`src/rtl/probe_stream_pkg.sv`:
```
// probe_stream_pkg: shared types, default sizes and helpers for the probe stream transmitter.
// Latency: n/a (declarations only).
// Backpressure: n/a.
package probe_stream_pkg;

  localparam int WIDTH_DEF  = 3;
  localparam int DEPTH_DEF  = 4;
  localparam int TS_W_DEF   = 8;
  localparam int DROP_W_DEF = 8;

  // One captured sample; the timestamp sits in the MSBs.
  typedef struct packed {
    logic [TS_W_DEF-1:0]  ts;
    logic [WIDTH_DEF-1:0] probe;
  } sample_t;

  // Increment that sticks at max_val instead of wrapping.
  function automatic logic [31:0] sat_inc(input logic [31:0] val, input logic [31:0] max_val);
    return (val >= max_val) ? val : val + 32'd1;
  endfunction

endpackage

```
`src/rtl/probe_sync_fifo.sv`:
```
// probe_sync_fifo: synchronous show-ahead FIFO holding probe samples.
// Latency: a push is visible at head (empty=0) the cycle after the push edge.
// Backpressure: caller must not push when full unless it pops in the same cycle.
//
// Ports:
//   clk, rst        rising-edge clock, synchronous active-high reset (empties FIFO)
//   push, push_data write an entry at the edge
//   pop             retire the head entry at the edge
//   head            head entry, zero when empty
//   empty, full     occupancy flags derived from registered pointers only
module probe_sync_fifo
  import probe_stream_pkg::*;
#(
  parameter type T     = sample_t,
  parameter int  DEPTH = DEPTH_DEF
) (
  input  logic clk,
  input  logic rst,
  input  logic push,
  input  T     push_data,
  input  logic pop,
  output T     head,
  output logic empty,
  output logic full
);

  localparam int AW = $clog2(DEPTH);
  localparam int PW = AW + 1;

  T              mem [DEPTH];
  logic [PW-1:0] wr_ptr;
  logic [PW-1:0] rd_ptr;

  // Pointers carry one extra wrap bit so full and empty are distinguishable.
  always_ff @(posedge clk) begin
    if (rst) begin
      wr_ptr <= '0;
      rd_ptr <= '0;
    end else begin
      if (push) wr_ptr <= wr_ptr + PW'(1);
      if (pop)  rd_ptr <= rd_ptr + PW'(1);
    end
  end

  // Storage needs no reset; stale entries are unreachable once pointers clear.
  always_ff @(posedge clk) begin
    if (push && !rst) mem[wr_ptr[AW-1:0]] <= push_data;
  end

  assign empty = (wr_ptr == rd_ptr);
  assign full  = (wr_ptr[AW] != rd_ptr[AW]) && (wr_ptr[AW-1:0] == rd_ptr[AW-1:0]);
  assign head  = empty ? T'('0) : mem[rd_ptr[AW-1:0]];

endmodule

```
`src/rtl/probe_stream_tx.sv`:
```
// probe_stream_tx: timestamps probe samples and streams them to the collector via a FIFO.
// Latency: capture to out_valid is 1 cycle (no bypass path).
// Backpressure: out_ready low fills the FIFO; captures into a full FIFO without a pop are
// dropped and counted (overflow sticky, drop_count saturating).
//
// Build option: define PROBE_STREAM_TX_DELTA_EN to suppress captures whose probe value
// equals the last pushed one (first capture after reset or after a drop always goes through).
//
// Ports:
//   CLK, RESET         rising-edge clock, synchronous active-high reset
//   probe_in           probed bits, sampled when capture_en is high
//   capture_en         sample request for this cycle
//   clear              pulse clearing overflow and drop_count (a same-cycle drop wins)
//   out_data/out_valid/out_ready  {timestamp, probe} stream, show-ahead
//   overflow           sticky drop flag
//   drop_count         saturating dropped-sample count
module probe_stream_tx
  import probe_stream_pkg::*;
#(
  parameter int WIDTH  = WIDTH_DEF,
  parameter int DEPTH  = DEPTH_DEF,
  parameter int TS_W   = TS_W_DEF,
  parameter int DROP_W = DROP_W_DEF
) (
  input  logic                  CLK,
  input  logic                  RESET,
  input  logic [WIDTH-1:0]      probe_in,
  input  logic                  capture_en,
  input  logic                  clear,
  output logic [TS_W+WIDTH-1:0] out_data,
  output logic                  out_valid,
  input  logic                  out_ready,
  output logic                  overflow,
  output logic [DROP_W-1:0]     drop_count
);

  localparam int          SW       = TS_W + WIDTH;
  localparam logic [31:0] DROP_MAX = 32'({DROP_W{1'b1}});

  logic [TS_W-1:0] ts_q;
  logic [SW-1:0]   head;
  logic            fifo_empty;
  logic            fifo_full;
  logic            suppress;
  logic            want;
  logic            pop;
  logic            push;
  logic            drop;

  // out_valid comes straight from registered FIFO state, never from out_ready.
  assign out_valid = ~fifo_empty;
  assign out_data  = head;

  assign pop  = out_valid & out_ready;
  assign want = capture_en & ~suppress;
  // A pop in the same cycle frees the slot, so a full FIFO can still accept.
  assign push = want & (~fifo_full | pop);
  assign drop = want & fifo_full & ~pop;

`ifdef PROBE_STREAM_TX_DELTA_EN
  logic [WIDTH-1:0] last_probe_q;
  logic             have_last_q;

  assign suppress = have_last_q && (probe_in == last_probe_q);

  // A drop forgets the reference so the next capture is always attempted.
  always_ff @(posedge CLK) begin
    if (RESET) begin
      last_probe_q <= '0;
      have_last_q  <= 1'b0;
    end else if (push) begin
      last_probe_q <= probe_in;
      have_last_q  <= 1'b1;
    end else if (drop) begin
      have_last_q  <= 1'b0;
    end
  end
`else
  assign suppress = 1'b0;
`endif

  always_ff @(posedge CLK) begin
    if (RESET) begin
      ts_q       <= '0;
      overflow   <= 1'b0;
      drop_count <= '0;
    end else begin
      ts_q <= ts_q + TS_W'(1);
      if (drop) begin
        // clear in the same cycle restarts the count before this drop is added.
        overflow   <= 1'b1;
        drop_count <= DROP_W'(sat_inc(clear ? 32'd0 : 32'(drop_count), DROP_MAX));
      end else if (clear) begin
        overflow   <= 1'b0;
        drop_count <= '0;
      end
    end
  end

  probe_sync_fifo #(
    .T     (logic [SW-1:0]),
    .DEPTH (DEPTH)
  ) u_fifo (
    .clk       (CLK),
    .rst       (RESET),
    .push      (push),
    .push_data ({ts_q, probe_in}),
    .pop       (pop),
    .head      (head),
    .empty     (fifo_empty),
    .full      (fifo_full)
  );

endmodule

```
`config.mk`:
```
export PLATFORM = sky130hd
export DESIGN_NAME = probe_stream_tx
export DESIGN_NICKNAME = d
export VERILOG_FILES = /design/src/rtl/probe_stream_pkg.sv /design/src/rtl/probe_sync_fifo.sv /design/src/rtl/probe_stream_tx.sv
export SDC_FILE = /design/constraint.sdc
export NUM_CORES = 1
export LEC_CHECK = 0
export CORE_MARGIN = 1
export CORE_UTILIZATION = 51
export DETAILED_ROUTE_END_ITERATION = 16
export GPL_TIMING_DRIVEN = 0
export PLACE_DENSITY = 0.8
export SYNTH_ARGS = -nofsm -noshare
export SYNTH_HDL_FRONTEND = slang
export SYNTH_SLANG_ARGS = --single-unit
```
`constraint.sdc`:
```
create_clock -name CLK -period 2.1 [get_ports CLK]
set_clock_uncertainty 0.2 [all_clocks]
set_input_delay 0.21 -clock CLK [delete_from_list [all_inputs] [get_ports CLK]]
set_output_delay 0.21 -clock CLK [all_outputs]
set_load 0.005 [all_outputs]
```
# == Yosys cells after proc, flatten, opt, wreduce, memory -nomap -nowiden ==
# Memory sizes are Yosys's and may differ from the RTL's. A register that Yosys moved wholly into a read port is not among the register bits.
# Index checks and enable logic that the tools add are counted.
# totals
reg_bits,23
mem_bits_rw,44
elab_cells,37
memories,1
# mem_list
name,words,width,read_ports,rd_ports_with_merged_regs,write_ports,line,text
u_fifo.mem,4,11,1,1,1,probe_sync_fifo.sv:30,T mem [DEPTH];
# op_classes
addsub,4
magnitude_cmp,1
n_eq_ne,3
n_mux,11
bitwise,8
n_reduce_logical,4
# ops
operator,count
8-bit 2-to-1 mux,4
"8-bit by 1-bit adder with 8-bit output, second input constant",2
11-bit 2-to-1 mux,1
"8-bit greater-or-equal comparator, second input constant",1
"3-bit by 1-bit adder with 3-bit output, second input constant",2
1-bit AND,4
1-bit 2-to-1 mux,4
2-bit 2-to-1 mux,2
3-bit equality test,1
1-bit NOT,3
2-bit equality test,1
1-bit logical AND,2
2-bit nonzero test,1
1-bit logical NOT,1
1-bit != test,1
1-bit bitwise OR,1

# == Logic depth before layout (Yosys ltp) ==
# Gate-level depths: netlist of the first run.
# depth
word_depth,8
depth_mapped,9
mapped_depth_nobuf,7

# == Hierarchy ==
# A second synthesis of the first run with hierarchy kept.
# unflattened
hier_cells,210
area_unflattened_um2,2960.3
# modules_own_cells
mod,instances,cells_each,area_per_inst_um2
probe_sync_fifo,1,115,2117.0
probe_stream_tx,1,95,843.3

# == Least setup slack after synthesis of the first run ==
# OpenSTA, ideal clock, no wires.
# synth_timing
path_kind,reg-to-reg
start,register u_fifo.rd_ptr[2]
end,memory u_fifo.mem[3][0] (netlist bit) (enable)
setup_time_ns,0.393
arrival_ns,1.671
path_slack_ns,-0.164
stages_incl_launch_ff,4
n_path_buf,0
path_cell_list,dfxtp_1 > xor2_2 > a41o_1 > nor3_1
# synth_via
elab_chain_cells,8
# synth_lines
element,line,text
start: declaration,probe_sync_fifo.sv:32,logic [PW-1:0] rd_ptr;
start signal: assignment,probe_sync_fifo.sv:41,if (pop) rd_ptr <= rd_ptr + PW'(1);
3-bit equality test / 1-bit != test (equally long branches),"probe_sync_fifo.sv:50, probe_sync_fifo.sv:51",
1-bit NOT / 1-bit logical AND (equally long branches),"probe_stream_tx.sv:51, probe_sync_fifo.sv:51",
1-bit AND / 1-bit NOT (equally long branches),"probe_stream_tx.sv:54, probe_stream_tx.sv:57",
1-bit bitwise OR *,probe_stream_tx.sv:57,assign push = want & (~fifo_full | pop);
1-bit AND *,probe_stream_tx.sv:57,
1-bit logical AND *,probe_sync_fifo.sv:47,if (push && !rst) mem[wr_ptr[AW-1:0]] <= push_data;
1-bit 2-to-1 mux *,probe_sync_fifo.sv:47,
1-bit 2-to-1 mux (implied by the code) *,probe_sync_fifo.sv:47,
end: declaration,probe_sync_fifo.sv:30,
# Every way passes the cells marked *; elsewhere a longest branch is shown, timed or not.

# == Worst setup path after layout of the first run ==
# layout_timing
start,register u_fifo.rd_ptr[1]
end,output out_data[7]
# layout_via
elab_chain_cells,2
# layout_lines
element,line,text
3-bit equality test,probe_sync_fifo.sv:50,assign empty = (wr_ptr == rd_ptr);
11-bit 2-to-1 mux,probe_sync_fifo.sv:52,assign head = empty ? T'('0) : mem[rd_ptr[AW-1:0]];
end: declaration,probe_stream_tx.sv:30,"output logic [TS_W+WIDTH-1:0] out_data,"
# No other way between the ends.

==> results of run 1 <==
==> cell families (layout without fill, tap and decap cells) <==
family                   count (synthesis)  count (layout)  synth area share (%)
AO/OA/AOI/OAI                           23              23                  5.40
XOR/XNOR                                14              14                  4.93
adder cells (fa/ha/maj)                  7               7                  2.97
buffers and inverters                   18              81                  2.42
flip-flops                              69              69                  61.9
multiplexers                            14              14                  9.48
AND/OR/NAND/NOR                         67              67                  12.9
==> per-layer routing <==
layer	part of all wire (%)	vias up	wire length, µm	track usage, %
met1	46	945	2700	27.8
met5	0	-	0	0
met2	48	48	2820	33.1
met4	1.5	0	91	9.26
li1	-	901	-	-
met3	4.6	7	273	5.76
==> worst paths after layout <==
| kind | from | cells past startpoint | to | slack [ns] |
|---|---|---|---|---|
| worst max-delay path | u_fifo.rd_ptr[1] | 7 | out_data[7] | 0.01 |
| worst min-delay path | clear | 3 | drop_count[3] | 0.15 |
| worst max register to register | drop_count[1] | 6 | drop_count[3] | 0.05 |
| worst min register to register | overflow | 2 | overflow | 0.27 |
==> sequential cells by signal, indices dropped and copies added (netlist names), named ones only <==
register and flops:
u_fifo.rd_ptr 3, u_fifo.wr_ptr 3, ts_q 8, u_fifo.mem 44, overflow 1, drop_count 8
==> critical path: cells and delay by family, from the launching register on <==
family | cells | cell delay, ns
buf+inv | 4 | 0.51
xor+xnor | 1 | 0.20
flops | 1 | 0.38
simple gates | 2 | 0.25
==> layout by cell type (no fill, tap or decap), drive strengths merged, types with 3 or more instances in the layout <==
| cell | n |
|---|---|
| a21oi | 8 |
| and2 | 3 |
| and3 | 3 |
| buf | 33 |
| clkbuf | 17 |
| clkdlybuf4s50 | 15 |
| dfxtp | 25 |
| edfxtp | 44 |
| ha | 7 |
| inv | 9 |
| mux4 | 11 |
| nand2 | 4 |
| nand3 | 7 |
| nand4 | 4 |
| nor2 | 17 |
| nor2b | 16 |
| nor3 | 5 |
| o21ai | 3 |
| o31ai | 3 |
| xnor2 | 5 |
| xor2 | 9 |
==> through the flow <==
stage / setup WS, ns / hold slack, ns / power, mW / setup TNS (ns)
finish: 0.0107 / 0.146 / 3.51 / 0
global route: -0.0589 / 0.165 / 3.65 / -0.449
CTS: -0.136 / 0.0973 / 3.50 / -0.605
detailed placement: -0.597 / 0.256 / 2.14 / -19.02
global placement: -0.567 / 0.252 / 2.12 / -16.57
floorplan: 0.0243 / 0.109 / 1.89 / 0
==> area by class of cell <==
| type | count | area [µm²] |
|---|---|---|
| flip-flops and latches | 69 | 1850 |
| multi-input cells | 125 | 1200 |
| repair buffers | 48 | 438 |
| well taps | 72 | 90.1 |
| inverters | 9 | 36.3 |
| fillers | 377 | 1660 |
| clock buffers | 12 | 155 |
| clock inverters | 4 | 47.5 |
| plain buffers | 8 | 57.6 |
==> power groups by stage <==
stage | sequential [mW] | clock (mW) | combinational, mW
floorplan | 1.55 | 0 | 0.336
global route | 1.56 | 1.17 | 0.918
CTS | 1.55 | 1.10 | 0.841
detailed placement | 1.56 | 0 | 0.578
finish | 1.55 | 1.10 | 0.855
global placement | 1.56 | 0 | 0.567
==> timing repair <==
action,in CTS,in global routing
setup buffers,18,5
hold buffers,1,0
gates resized for setup,77,25
gates cloned,1,0
hold endpoints to repair,1,0
pin swaps,4,4
endpoints found under the setup margin,59,49
==> flow_summary.json, run 1 <==
{
  "p_seq_share_pct": 44.3,
  "antenna_found_initial": 0,
  "status": "finished, final reports clean",
  "timing.fmax_mhz": 479,
  "firstDrtPassIters": 4,
  "layout.cells.non_filler": 347,
  "netlist.area_leader.share_pct": 44.9,
  "globalRouteTotalUtil_pct": 21.2,
  "fp.dieH_um": 78.0,
  "p_leak_nw": 1.42,
  "ioPinCount": 29,
  "slew_viol_final": 0,
  "crit_chain": "xor2_4, nor3_4, clkbuf_8, buf_6, buf_6, nor2b_1, buf_2",
  "rows": 27,
  "ir_drop_mv": 0.656,
  "drcViolationCount": 0,
  "final_core_util_pct": 70.0,
  "power.switching_uw": 884,
  "worstMarginPinSlew_ns": 0.669,
  "avgViaCountPerCell": 5.48,
  "setup_viol": 0,
  "rsz0062_at_grt": "true",
  "power.density_nw_per_um2": 905,
  "cts_buffers": 9,
  "tritoncts": "built",
  "synthesis.area_um2": 2940,
  "cts_sinks": 69,
  "cts.reportedPaths.clkPinSlew_ns": 0.07,
  "async_reset_ff_share_pct": 0,
  "syn_nets": 227,
  "htree_levels": 3,
  "start_kind": "register",
  "synth_cell_types": 42,
  "grt_max_degree": 13,
  "areaGrowthSynthToFinish_pct": 31.7,
  "synth_commonest_cells": "44 x edfxtp_1, 25 x dfxtp_1, 17 x nor2_1",
  "finalCriticalPeriod_ns": 2.09,
  "place.gp.congestion": 0.834,
  "yosys_warnings": 0,
  "clock_latency_ns": 0.34,
  "grt_pass1_vias": 1890,
  "grt.overflow.total": 0,
  "grt_pass1_wl_um": 9300,
  "place_area_um2": 3310,
  "worstPathRequired_ns": 1.69,
  "core_area_um2": 5540,
  "arrival_ns": 1.68,
  "vias": 1901,
  "ant_nets": 0,
  "finalCritPeriodShare_pct": 99.5,
  "wl_per_cell_um": 17.0,
  "first_iter_violations": 113,
  "p_int_mw": 2.62,
  "worstPathMaxFanout": 3,
  "power_frac_comb_pct": 24.4,
  "cts.path.max_buffers": 2,
  "n_antenna_cell": 0,
  "avgSynthCellArea_um2": 13.9,
  "dp.cells": 311,
  "routed_wl_um": 5890,
  "postSynthCellCount": 212,
  "clockRootBuffer": "clkbuf_8",
  "post-synth-top-count-cell": "edfxtp_1",
  "cpPeakStageDelay_ns": 0.38,
  "synth_ff_type": "edfxtp_1",
  "hold_violations": 0,
  "ys_ff_latch": 69,
  "synth_edf_count": 44,
  "design_area_um2": 3880,
  "drive_above_1_share_pct": 34.9,
  "crit_top_cell": "buf_6",
  "die-area_um2": 6080,
  "slew-limit-headroom_pct": 55.4,
  "swShare_pct": 25.2,
  "port_buffers": 27,
  "ys_seq_area_share_pct": 61.9,
  "synth_area_leader_cell": "edfxtp_1",
  "worstSetupEndpointType": "output port",
  "slowest_stage": "dfxtp_4",
  "start_util_pct": 53.1,
  "dp_hpwl_um": 3500,
  "drv_cap": 0,
  "fin_nets": 285,
  "hp-class": "primary input to register",
  "die_w_um": 78.0,
  "power.share.clock_pct": 31.3,
  "yosys-top-cells-area": "edfxtp_1 45%, dfxtp_1 17%, mux4_2 8.4%, nor2b_1 3.4%, ha_1 3.0%",
  "worstSetupPathType": "register to output port"
}
No activity file was read; power rests on OpenSTA's default activity.
==> inputs of run 2 (changes only) <==
CORE_UTILIZATION = 60   (was 51)
PLACE_DENSITY = 0.88   (was 0.8)
clock period = 2.42 ns   (was 2.1 ns; I/O delays follow)
==> run 2 against run 1 <==
  * Critical endpoint is now out_data[3]
  * Setup slack improved by 0.053 ns
  * Die area decreased by 15%
  * Wire length decreased by 5.4%
  * Critical path type unchanged
  * Largest cell class unchanged
  * Clock-buffer cell count unchanged
==> flow_summary.json, run 2 (synthesis gave the netlist of run 1 again) <==
{
  "power_frac_comb_pct": 21.1,
  "design_area_um2": 3640,
  "status": "finished, final reports clean",
  "grt_pass1_wl_um": 8630,
  "first_iter_violations": 177,
  "timing.fmax_mhz": 424,
  "grt.overflow.total": 0,
  "place_ws_ns": -0.192,
  "arrival_ns": 1.91,
  "port_buffers": 27,
  "worstSetupEndpointType": "output port",
  "avgViaCountPerCell": 5.57,
  "worstPathMaxFanout": 5,
  "whs_ns": 0.0325,
  "n_antenna_cell": 0,
  "dp_hpwl_um": 3530,
  "swShare_pct": 25.0,
  "tritoncts": "built",
  "largest_reg_flops": 44,
  "worstMarginPinSlew_ns": 0.629,
  "final_cell_mix": "44 x edfxtp_1, 22 x clkdlybuf4s50_1, 19 x dfxtp_1",
  "antenna_found_initial": 0,
  "finalCritPeriodShare_pct": 97.4,
  "r2r-end": "u_fifo.mem[1][1]",
  "htree_levels": 3,
  "fin_ws_ns": 0.0637,
  "hp-class": "primary input to register",
  "drv_cap": 0,
  "reg2reg_depth": 5,
  "slew-limit-headroom_pct": 58.1,
  "ant_nets": 0,
  "p_total_mw": 2.73,
  "start_util_pct": 62.3,
  "drcViolationCount": 0,
  "start_kind": "register",
  "r2r-start": "u_fifo.wr_ptr[2]",
  "grt_max_degree": 13,
  "power.density_nw_per_um2": 749,
  "worstSetupPathType": "register to output port",
  "cts.reportedPaths.clkPinSlew_ns": 0.07,
  "p_seq_share_pct": 49.6,
  "fill_cells": 281,
  "finalCriticalPeriod_ns": 2.36,
  "hold_violations": 0,
  "fp.dieH_um": 72.1,
  "die-area_um2": 5190,
  "cts_sinks": 69,
  "ctsHoldBuffers": 0,
  "holdPathStages": 2,
  "final_common_cell": "edfxtp_1",
  "drive_above_1_share_pct": 21.1,
  "place_area_um2": 3300,
  "firstDrtPassIters": 4,
  "fin_nets": 271,
  "power.switching_uw": 684,
  "routed_wl_um": 5570,
  "power.share.clock_pct": 29.2,
  "cts_buffers": 9,
  "place.gp.congestion": 0.810,
  "endpoint": "out_data[3]",
  "setup_viol": 0,
  "reg2reg_slack_ns": 0.11,
  "vias": 1828,
  "areaGrowthSynthToFinish_pct": 23.8,
  "slew_viol_final": 0,
  "wl_per_cell_um": 17.0,
  "p_leak_nw": 1.33,
  "die_w_um": 72.1,
  "clock_latency_ns": 0.33,
  "rows": 25,
  "cts.path.max_buffers": 2,
  "worstPathRequired_ns": 1.98,
  "core_area_um2": 4720,
  "p_int_mw": 2.05,
  "clockRootBuffer": "clkbuf_8",
  "ir_drop_mv": 0.435,
  "globalRouteTotalUtil_pct": 23.3,
  "ioPinCount": 29,
  "grt_pass1_vias": 1739
}
[run 2: changes by cell type in the layout (fill, tap and decap cells not counted), moves of 4 or more]
cell,previous run,this run
buf_2,11,2
buf_4,12,5
clkdlybuf4s50_1,15,22
nor2b_4,6,0
buf_6,5,0
nor2b_1,10,15
dlymetal6s2s_1,1,5
[run 2: power groups by stage]
stage	Combinational [mW]	Sequential, mW	Clock, mW
detailed placement	0.492	1.36	0
finish	0.577	1.35	0.798
global route	0.621	1.36	0.871
CTS	0.533	1.34	0.803
global placement	0.480	1.35	0
floorplan	0.291	1.35	0
[run 2: repair_timing]
action	4_1_cts	5_1_grt
gates cloned	1	0
setup endpoints to repair	11	34
gates resized for setup	17	16
setup buffers	1	4
pin swaps	1	0
[run 2: final cells by class]
class	instances	area [µm²]	area share [%]
inverter	9	33.8	0.927
buffer	9	58.8	1.61
clock inverter	4	25.0	0.687
clock buffer	12	145	3.98
sequential	69	1840	50.4
tap	67	83.8	2.30
timing repair buffer	33	335	9.20
multi-input combinational	125	1120	30.9
[run 2: critical path: stages, from the launching register on]
cell	delay (ns)
dfxtp_4	0.39
buf_8	0.13
mux4_2	0.48
nor2b_1	0.15
clkdlybuf4s50_1	0.43
[run 2: how the worst min path moves through the flow]
stage | from | end | slack, ns
global route | clear | drop_count[4] | 0.05
finish | clear | drop_count[4] | 0.03
CTS | clear | drop_count[4] | 0.01
detailed placement | overflow | overflow | 0.26
floorplan | probe_in[0] | u_fifo.mem[0][0] | 0.14
global placement | overflow | overflow | 0.25
[run 2: layer usage]
metal	share of wire, %	vias to the layer above	GRT usage, %
met3	5.3	4	7.22
met4	0.86	0	8.93
met1	42	898	29.1
li1	-	876	-
met5	0	-	0
met2	52	50	38.4
[run 2: stage by stage]
step / cells / TNS (ns) / util, %
floorplan: 212 / 0 / -
global placement: 306 / -8.20 / 69.8
detailed placement: 306 / -2.26 / 69.9
CTS: 324 / 0 / 75.1
global route: 328 / -0.00389 / 77.1
finish: 328 / 0 / 77.1
